$ cat config.mk
export PLATFORM = sky130hd
export DESIGN_NAME = analog_input_emu_flat
export DESIGN_NICKNAME = d
export VERILOG_FILES = /design/src/rtl/aie_pkg.sv /design/src/rtl/analog_input_emu_if.sv /design/src/rtl/aie_channel.sv /design/src/rtl/analog_input_emu.sv /design/src/flat_wrapper.sv
export SDC_FILE = /design/constraint.sdc
export NUM_CORES = 1
export LEC_CHECK = 0
export BUFFER_PORTS_ARGS = -buffer_cell sky130_fd_sc_hd__clkbuf_2
export CORE_UTILIZATION = 50
export CTS_CLUSTER_SIZE = 24
export DETAILED_ROUTE_END_ITERATION = 6
export PLACE_DENSITY = 0.81
export SLEW_MARGIN = 30
export SYNTH_ARGS = -nofsm -noshare
export SYNTH_HDL_FRONTEND = slang
export SYNTH_SLANG_ARGS = --single-unit
$ cat constraint.sdc
create_clock -name clk -period 4.4 [get_ports clk]
set_clock_uncertainty 0.1 [all_clocks]
set_input_delay 1.32 -clock clk [delete_from_list [all_inputs] [get_ports clk]]
set_output_delay 1.32 -clock clk [all_outputs]
set_load 0.05 [all_outputs]
$ cat src/rtl/aie_pkg.sv
// Shared types for the analog input emulator: per-channel source mode and ramp FSM state.
package aie_pkg;

  typedef enum logic [1:0] {
    MODE_DIG = 2'd0,
    MODE_ANA = 2'd1,
    MODE_PAD = 2'd2
  } aie_mode_e;

  typedef enum logic [1:0] {
    ST_IDLE    = 2'd0,
    ST_RAMP_UP = 2'd1,
    ST_RAMP_DN = 2'd2,
    ST_RETURN  = 2'd3
  } aie_state_e;

endpackage

$ cat src/rtl/analog_input_emu_if.sv
// Control/value bundle of the analog input emulator; master drives buttons and sources, slave returns values.
interface analog_input_emu_if #(
  parameter int NCH = 2,
  parameter int W   = 8
);

  logic               strobe;
  logic [NCH-1:0]     plus;
  logic [NCH-1:0]     minus;
  logic [2*NCH-1:0]   mode;
  logic [NCH*W-1:0]   ana_in;
  logic [NCH*W-1:0]   value;
  logic [NCH-1:0]     active;

  modport master (
    output strobe, plus, minus, mode, ana_in,
    input  value, active
  );

  modport slave (
    input  strobe, plus, minus, mode, ana_in,
    output value, active
  );

endinterface

$ cat src/rtl/aie_channel.sv
// One emulated control channel: digital ramp FSM with acceleration, or direct analog/paddle tracking.
// Auto-centring of released digital channels is enabled by defining AIE_AUTO_CENTER_EN.
module aie_channel
  import aie_pkg::*;
#(
  parameter int           W            = 8,
  parameter logic [W-1:0] VMIN         = '0,
  parameter logic [W-1:0] VMAX         = {W{1'b1}},
  parameter logic [W-1:0] CENTER       = {1'b1, {(W-1){1'b0}}},
  parameter logic [W-1:0] STEP_MIN     = W'(1),
  parameter logic [W-1:0] STEP_MAX     = W'(8),
  parameter logic [W-1:0] ACCEL_FRAMES = W'(4),
  parameter logic [W-1:0] RET_STEP     = W'(4)
) (
  input  logic         clk,
  input  logic         reset,
  input  logic         tick,
  input  logic         plus,
  input  logic         minus,
  input  logic [1:0]   mode,
  input  logic [W-1:0] ana_in,
  output logic [W-1:0] value,
  output logic         active
);

`ifdef AIE_AUTO_CENTER_EN
  localparam bit AUTO_CENTER = 1'b1;
`else
  localparam bit AUTO_CENTER = 1'b0;
`endif

  aie_state_e   state_q, state_d;
  logic [W-1:0] value_q, value_d;
  logic [W-1:0] step_q, step_d;
  logic [W-1:0] cnt_q, cnt_d;
  logic [W-1:0] cnt_inc, step_acc, ret_val;
  logic         acc_hit;

  function automatic logic [W-1:0] ramp_up(input logic [W-1:0] v, input logic [W-1:0] s);
    logic [W:0] sum;
    sum = {1'b0, v} + {1'b0, s};
    return (sum > {1'b0, VMAX}) ? VMAX : sum[W-1:0];
  endfunction

  function automatic logic [W-1:0] ramp_dn(input logic [W-1:0] v, input logic [W-1:0] s);
    logic [W:0] diff;
    diff = {1'b0, v} - {1'b0, s};
    return (diff[W] || (diff[W-1:0] < VMIN)) ? VMIN : diff[W-1:0];
  endfunction

  function automatic logic [W-1:0] clamp(input logic signed [W+1:0] x);
    if (x < $signed({2'b00, VMIN})) return VMIN;
    if (x > $signed({2'b00, VMAX})) return VMAX;
    return x[W-1:0];
  endfunction

  // Step toward CENTER, landing exactly on it rather than overshooting.
  function automatic logic [W-1:0] toward_center(input logic [W-1:0] v);
    if (v > CENTER) return ((v - CENTER) > RET_STEP) ? (v - RET_STEP) : CENTER;
    return ((CENTER - v) > RET_STEP) ? (v + RET_STEP) : CENTER;
  endfunction

  assign cnt_inc  = cnt_q + W'(1);
  assign acc_hit  = (cnt_inc == ACCEL_FRAMES);
  assign step_acc = (acc_hit && (step_q < STEP_MAX)) ? (step_q + W'(1)) : step_q;
  assign ret_val  = toward_center(value_q);

  always_comb begin
    // NOTE: every output of this block gets a default first, so no path can infer a latch.
    state_d = state_q;
    value_d = value_q;
    step_d  = step_q;
    cnt_d   = cnt_q;
    case (mode)
      MODE_ANA: begin
        value_d = clamp($signed({2'b00, CENTER}) + $signed({{2{ana_in[W-1]}}, ana_in}));
        state_d = ST_IDLE;
        step_d  = STEP_MIN;
        cnt_d   = '0;
      end
      MODE_PAD: begin
        value_d = clamp($signed({2'b00, ana_in}));
        state_d = ST_IDLE;
        step_d  = STEP_MIN;
        cnt_d   = '0;
      end
      default: begin
        if (tick) begin
          if (plus && !minus) begin
            if (state_q == ST_RAMP_UP) begin
              value_d = ramp_up(value_q, step_acc);
              step_d  = step_acc;
              cnt_d   = acc_hit ? '0 : cnt_inc;
            end else begin
              state_d = ST_RAMP_UP;
              value_d = ramp_up(value_q, STEP_MIN);
              step_d  = STEP_MIN;
              cnt_d   = '0;
            end
          end else if (minus && !plus) begin
            if (state_q == ST_RAMP_DN) begin
              value_d = ramp_dn(value_q, step_acc);
              step_d  = step_acc;
              cnt_d   = acc_hit ? '0 : cnt_inc;
            end else begin
              state_d = ST_RAMP_DN;
              value_d = ramp_dn(value_q, STEP_MIN);
              step_d  = STEP_MIN;
              cnt_d   = '0;
            end
          end else begin
            // Released (or both pressed): drift home when auto-centring, otherwise freeze.
            step_d = STEP_MIN;
            cnt_d  = '0;
            if (AUTO_CENTER && (value_q != CENTER)) begin
              value_d = ret_val;
              state_d = (ret_val == CENTER) ? ST_IDLE : ST_RETURN;
            end else begin
              state_d = ST_IDLE;
            end
          end
        end
      end
    endcase
  end

  always_ff @(posedge clk) begin
    // NOTE: sequential state uses non-blocking assignments so every register samples pre-edge values.
    if (reset) begin
      state_q <= ST_IDLE;
      value_q <= CENTER;
      step_q  <= STEP_MIN;
      cnt_q   <= '0;
    end else begin
      state_q <= state_d;
      value_q <= value_d;
      step_q  <= step_d;
      cnt_q   <= cnt_d;
    end
  end

  assign value  = value_q;
  assign active = (state_q != ST_IDLE);

endmodule

$ cat src/rtl/analog_input_emu.sv
// Analog input emulator top: frame-strobe edge detect shared by NCH independent channels.
module analog_input_emu
  import aie_pkg::*;
#(
  parameter int           NCH          = 2,
  parameter int           W            = 8,
  parameter logic [W-1:0] VMIN         = '0,
  parameter logic [W-1:0] VMAX         = {W{1'b1}},
  parameter logic [W-1:0] CENTER       = {1'b1, {(W-1){1'b0}}},
  parameter logic [W-1:0] STEP_MIN     = W'(1),
  parameter logic [W-1:0] STEP_MAX     = W'(8),
  parameter logic [W-1:0] ACCEL_FRAMES = W'(4),
  parameter logic [W-1:0] RET_STEP     = W'(4)
) (
  input  logic               clk,
  input  logic               reset,
  analog_input_emu_if.slave  bus
);

  logic             strobe_d;
  logic             tick;
  logic [NCH*W-1:0] value_pk;
  logic [NCH-1:0]   active_pk;

  always_ff @(posedge clk) begin
    if (reset) strobe_d <= 1'b0;
    else       strobe_d <= bus.strobe;
  end

  assign tick = bus.strobe & ~strobe_d;

  for (genvar n = 0; n < NCH; n++) begin : g_ch
    aie_channel #(
      .W            (W),
      .VMIN         (VMIN),
      .VMAX         (VMAX),
      .CENTER       (CENTER),
      .STEP_MIN     (STEP_MIN),
      .STEP_MAX     (STEP_MAX),
      .ACCEL_FRAMES (ACCEL_FRAMES),
      .RET_STEP     (RET_STEP)
    ) u_ch (
      .clk    (clk),
      .reset  (reset),
      .tick   (tick),
      .plus   (bus.plus[n]),
      .minus  (bus.minus[n]),
      .mode   (bus.mode[2*n +: 2]),
      .ana_in (bus.ana_in[n*W +: W]),
      .value  (value_pk[n*W +: W]),
      .active (active_pk[n])
    );
  end

  assign bus.value  = value_pk;
  assign bus.active = active_pk;

endmodule

$ cat src/flat_wrapper.sv
// flat-port wrapper written by rule: the top's interface ports become plain ports
module analog_input_emu_flat import aie_pkg::*;
#(
  parameter int           NCH          = 2,
  parameter int           W            = 8,
  parameter logic [W-1:0] VMIN         = '0,
  parameter logic [W-1:0] VMAX         = {W{1'b1}},
  parameter logic [W-1:0] CENTER       = {1'b1, {(W-1){1'b0}}},
  parameter logic [W-1:0] STEP_MIN     = W'(1),
  parameter logic [W-1:0] STEP_MAX     = W'(8),
  parameter logic [W-1:0] ACCEL_FRAMES = W'(4),
  parameter logic [W-1:0] RET_STEP     = W'(4)
)
  (clk, reset, bus_strobe, bus_plus, bus_minus, bus_mode, bus_ana_in, bus_value, bus_active);
  analog_input_emu_if #(.NCH(NCH), .W(W)) bus_i ();
  input  logic clk;
  input  logic reset;
  input wire logic [$bits(bus_i.strobe)-1:0] bus_strobe;
  input wire logic [$bits(bus_i.plus)-1:0] bus_plus;
  input wire logic [$bits(bus_i.minus)-1:0] bus_minus;
  input wire logic [$bits(bus_i.mode)-1:0] bus_mode;
  input wire logic [$bits(bus_i.ana_in)-1:0] bus_ana_in;
  output wire logic [$bits(bus_i.value)-1:0] bus_value;
  output wire logic [$bits(bus_i.active)-1:0] bus_active;
  assign bus_i.strobe = bus_strobe;
  assign bus_i.plus = bus_plus;
  assign bus_i.minus = bus_minus;
  assign bus_i.mode = bus_mode;
  assign bus_i.ana_in = bus_ana_in;
  assign bus_value = bus_i.value;
  assign bus_active = bus_i.active;
  analog_input_emu #(.NCH(NCH), .W(W), .VMIN(VMIN), .VMAX(VMAX), .CENTER(CENTER), .STEP_MIN(STEP_MIN), .STEP_MAX(STEP_MAX), .ACCEL_FRAMES(ACCEL_FRAMES), .RET_STEP(RET_STEP)) u_core (.clk(clk), .reset(reset), .bus(bus_i));
endmodule
==> results.py <==
metrics = {
    "setup_path": {
        "start_kind": "register",
        "cp_max_fo": 9,
        "crit_path_end_kind": "register",
        "worst-endpoint-arrival_ns": 4.21,
        "timing.setup.critical_path_class": "register to register",
        "worst_ep_required_time_ns": 4.54,
    },
    "cts": {
        "cts.hold.buffers_added": 0,
        "cts_max_level": 2,
        "tritoncts_num_sinks": 53,
        "cts_made_buffers": 5,
        "post_cts_resize_count": 0,
        "tritoncts": "yes",
        "clock_tree.buffer_depth": 2,
        "clkLatencyLatePin_ns": 0.33,
        "root_buffer": "clkbuf_8",
        "worst_setup_hold_path_clk_slew_ns": 0.11,
        "postCtsSetupRepairBufs": 0,
    },
    "final_layout": {
        "fill_cells": 952,
        "layout.cells.non_filler": 875,
        "flow.area_growth_from_synthesis_pct": 5.91,
        "layout-drive-gt1-share": 0.111,
        "insertedDiodeCount": 0,
        "sequential_cell_area_sq_um": 1060,
        "finalNetCount": 825,
        "multi_input_gate_area_sq_um": 3960,
    },
    "timing": {
        "timing.fmax_ghz": 0.246,
        "layout_worst_path_cycle_share": 0.926,
        "total_negative_setup_slacks_ns": 0,
        "max-slew-margin-rel": 0.447,
        "final_period_minus_worst_setup_slack_ns": 4.07,
        "worstMarginPinSlew_ns": 0.828,
        "finalMaxSlewViolations": 0,
        "rsz0062_at_grt": "false",
        "number_of_endpoints_with_negative_hold_slack_in_the_final_report": 0,
        "setup-violations-final": 0,
    },
    "hold_path": {
        "holdCritPathClass": "register to register",
    },
    "power_and_ir_drop": {
        "power.switching_uw": 694,
        "power.clock.fraction": 0.196,
        "seqPwrFrac": 0.369,
        "total_leakage_power_uw": 0.00227,
        "p_comb_frac": 0.435,
        "peak_vdd_ir_mv": 0.151,
        "power.density_nw_per_um2": 276,
        "cellInternalPower_uw": 884,
        "p_sw_frac": 0.440,
    },
    "detailed_routing": {
        "detail_route.iter0.violations": 458,
        "vias": 5542,
        "drt_drc_violations_left": 0,
        "final_routed_wire_length_divided_by_cell_count_um": 17.2,
        "drt_pass1_iterations": 7,
        "postRouteWirelength_mm": 15.1,
        "antenna_left": 0,
        "via_per_inst": 6.33,
    },
    "placement": {
        "placedCellCount": 867,
        "gp_routability_congestion": 0.940,
        "hpwl_dp_mm": 11.3,
        "place.port_buffers": 44,
    },
    "synth": {
        "synth_area_sq_um": 5400,
        "synth_top_cells_by_count": "a21oi_1, nor2_1, ha_1",
        "synth_seq_area_share": 0.197,
        "synthDominantCellAreaShare": 0.197,
        "synthTopCellsByArea": "dfxtp_1, ha_1, a21oi_1",
        "synthesis.instances": 731,
        "predominant_post_synthesis_flop_cell": "dfxtp_1",
        "async_reset_ff_frac": 0,
        "syn_avg_cell_area_sq_um": 7.39,
        "synth.lib_cells_used.distinct": 72,
        "ys_ff_latch": 53,
        "yosys_warnings": 0,
        "cell_type_contributing_the_most_total_cell_area_after_synthesis": "dfxtp_1",
        "edff_count_synth": 0,
        "post-synth-top-count-cell": "a21oi_1",
        "syn_nets": 818,
    },
    "floorplan": {
        "die_y_um": 106,
        "die_span_in_x_um": 106,
        "floorplan.io_pins": 45,
        "fp.dieArea_sq_um": 11200,
        "initial_utilization": 0.518,
        "design.core.area_sq_um": 10400,
        "core.rowCount": 37,
    },
    "global_route": {
        "via_count_of_the_first_global_routing_pass": 5275,
        "grt_first_pass_wirelength_mm": 25.0,
        "initial_antenna_violation_count": 0,
        "global_route.overflow_total": 0,
        "grtUsageTotal": 0.275,
        "grt_start_max_net_pins": 26,
    },
    "outcome": {
        "outcome": "complete, no violations",
    },
    "run": {
        "max_cap_viol_count": 0,
    },
}
-- per-layer routing --
| metal | up-vias | global-route usage | share of wire |
|---|---|---|---|
| li1 | 2637 | - | - |
| met1 | 2623 | 0.342 | 0.43 |
| met2 | 237 | 0.477 | 0.48 |
| met3 | 45 | 0.0349 | 0.061 |
| met4 | 0 | 0.119 | 0.033 |
| met5 | - | 0 | 0 |
-- cells by family after synthesis --
group / synth area share
AOI/OAI and AO/OA: 0.255
xor gates and xnor gates: 0.0519
adders and majority gates: 0.145
buffers and inverters: 0.0702
DFF: 0.197
muxes: 0.0199
and+or+nand+nor: 0.262
-- power groups by stage --
stage | clock network, uW | logic (uW) | registers [uW]
4_1_cts | 312 | 677 | 578
3_3_place_gp | 0 | 659 | 586
3_5_place_dp | 0 | 672 | 589
5_1_grt | 331 | 752 | 586
2_1_floorplan | 0 | 478 | 614
6_report | 309 | 687 | 582
-- path summary, 6_finish.rpt --
check	from	to	slack, ns	depth (start not counted)
setup / recovery	u_core.g_ch[0].u_ch.cnt_q[0]	u_core.g_ch[0].u_ch.value[6]	0.33	13
hold / removal	u_core.g_ch[1].u_ch.cnt_q[7]	u_core.g_ch[1].u_ch.cnt_q[7]	0.39	2
hold reg to reg	u_core.g_ch[1].u_ch.cnt_q[7]	u_core.g_ch[1].u_ch.cnt_q[7]	0.39	2
setup reg to reg	u_core.g_ch[0].u_ch.cnt_q[0]	u_core.g_ch[0].u_ch.value[6]	0.33	13
-- layout by cell type, fill, tap and decap left out, types with 9 or more instances in the layout --
master / n
a21oi_1: 66
nor2_1: 61
ha_1: 56
dfxtp_1: 53
o21ai_0: 48
inv_1: 47
clkbuf_2: 44
nand2_1: 42
nor3_1: 25
xnor2_1: 21
nand3_1: 19
nor2b_1: 14
a31oi_1: 14
nand2b_1: 13
or2_2: 12
and2_1: 12
and3_1: 11
xor2_1: 11
nor4_1: 11
a211oi_1: 10
o211ai_1: 9
-- cell type report --
type                       instances  area share
multi-input combinational        582       0.692
sequential                        53       0.186
timing repair buffer              49      0.0451
inverter                          47      0.0309
tap                              136      0.0298
clock buffer                       5      0.0120
clock inverter                     3     0.00438
-- registers in the layout (all words and copies together), names as in the netlist --
register and cells:
u_core.g_ch.u_ch.cnt_q 16, u_core.strobe_d 1, u_core.g_ch.u_ch.step_q 16, u_core.g_ch.u_ch.state_q 4
u_core.g_ch.u_ch.value 16
-- critical path, cell delays in order (launching register included) --
cell       delay (ns)
dfxtp_1          0.40
ha_1             0.22
or4b_4           0.50
nor4_4           0.39
xor2_1           0.27
ha_1             0.21
inv_1            0.06
fa_1             0.39
nand2b_1         0.18
a21oi_1          0.28
o21ai_0          0.16
a2111oi_0        0.46
a311oi_1         0.09
o31a_1           0.28
-- metrics by stage --
step / total power [uW] / util / instance area, sq um / setup WS (ns) / hold slack (ns)
CTS: 1570 / 0.549 / 5720 / 0.221 / 0.392
floorplan: 1090 / - / 5400 / 0.598 / 0.344
finish: 1580 / 0.549 / 5720 / 0.327 / 0.393
detailed placement: 1260 / 0.540 / 5620 / 0.255 / 0.376
global placement: 1250 / 0.540 / 5620 / 0.390 / 0.359
global route: 1670 / 0.549 / 5720 / 0.0314 / 0.418
(Power assumes the default switching activity.)
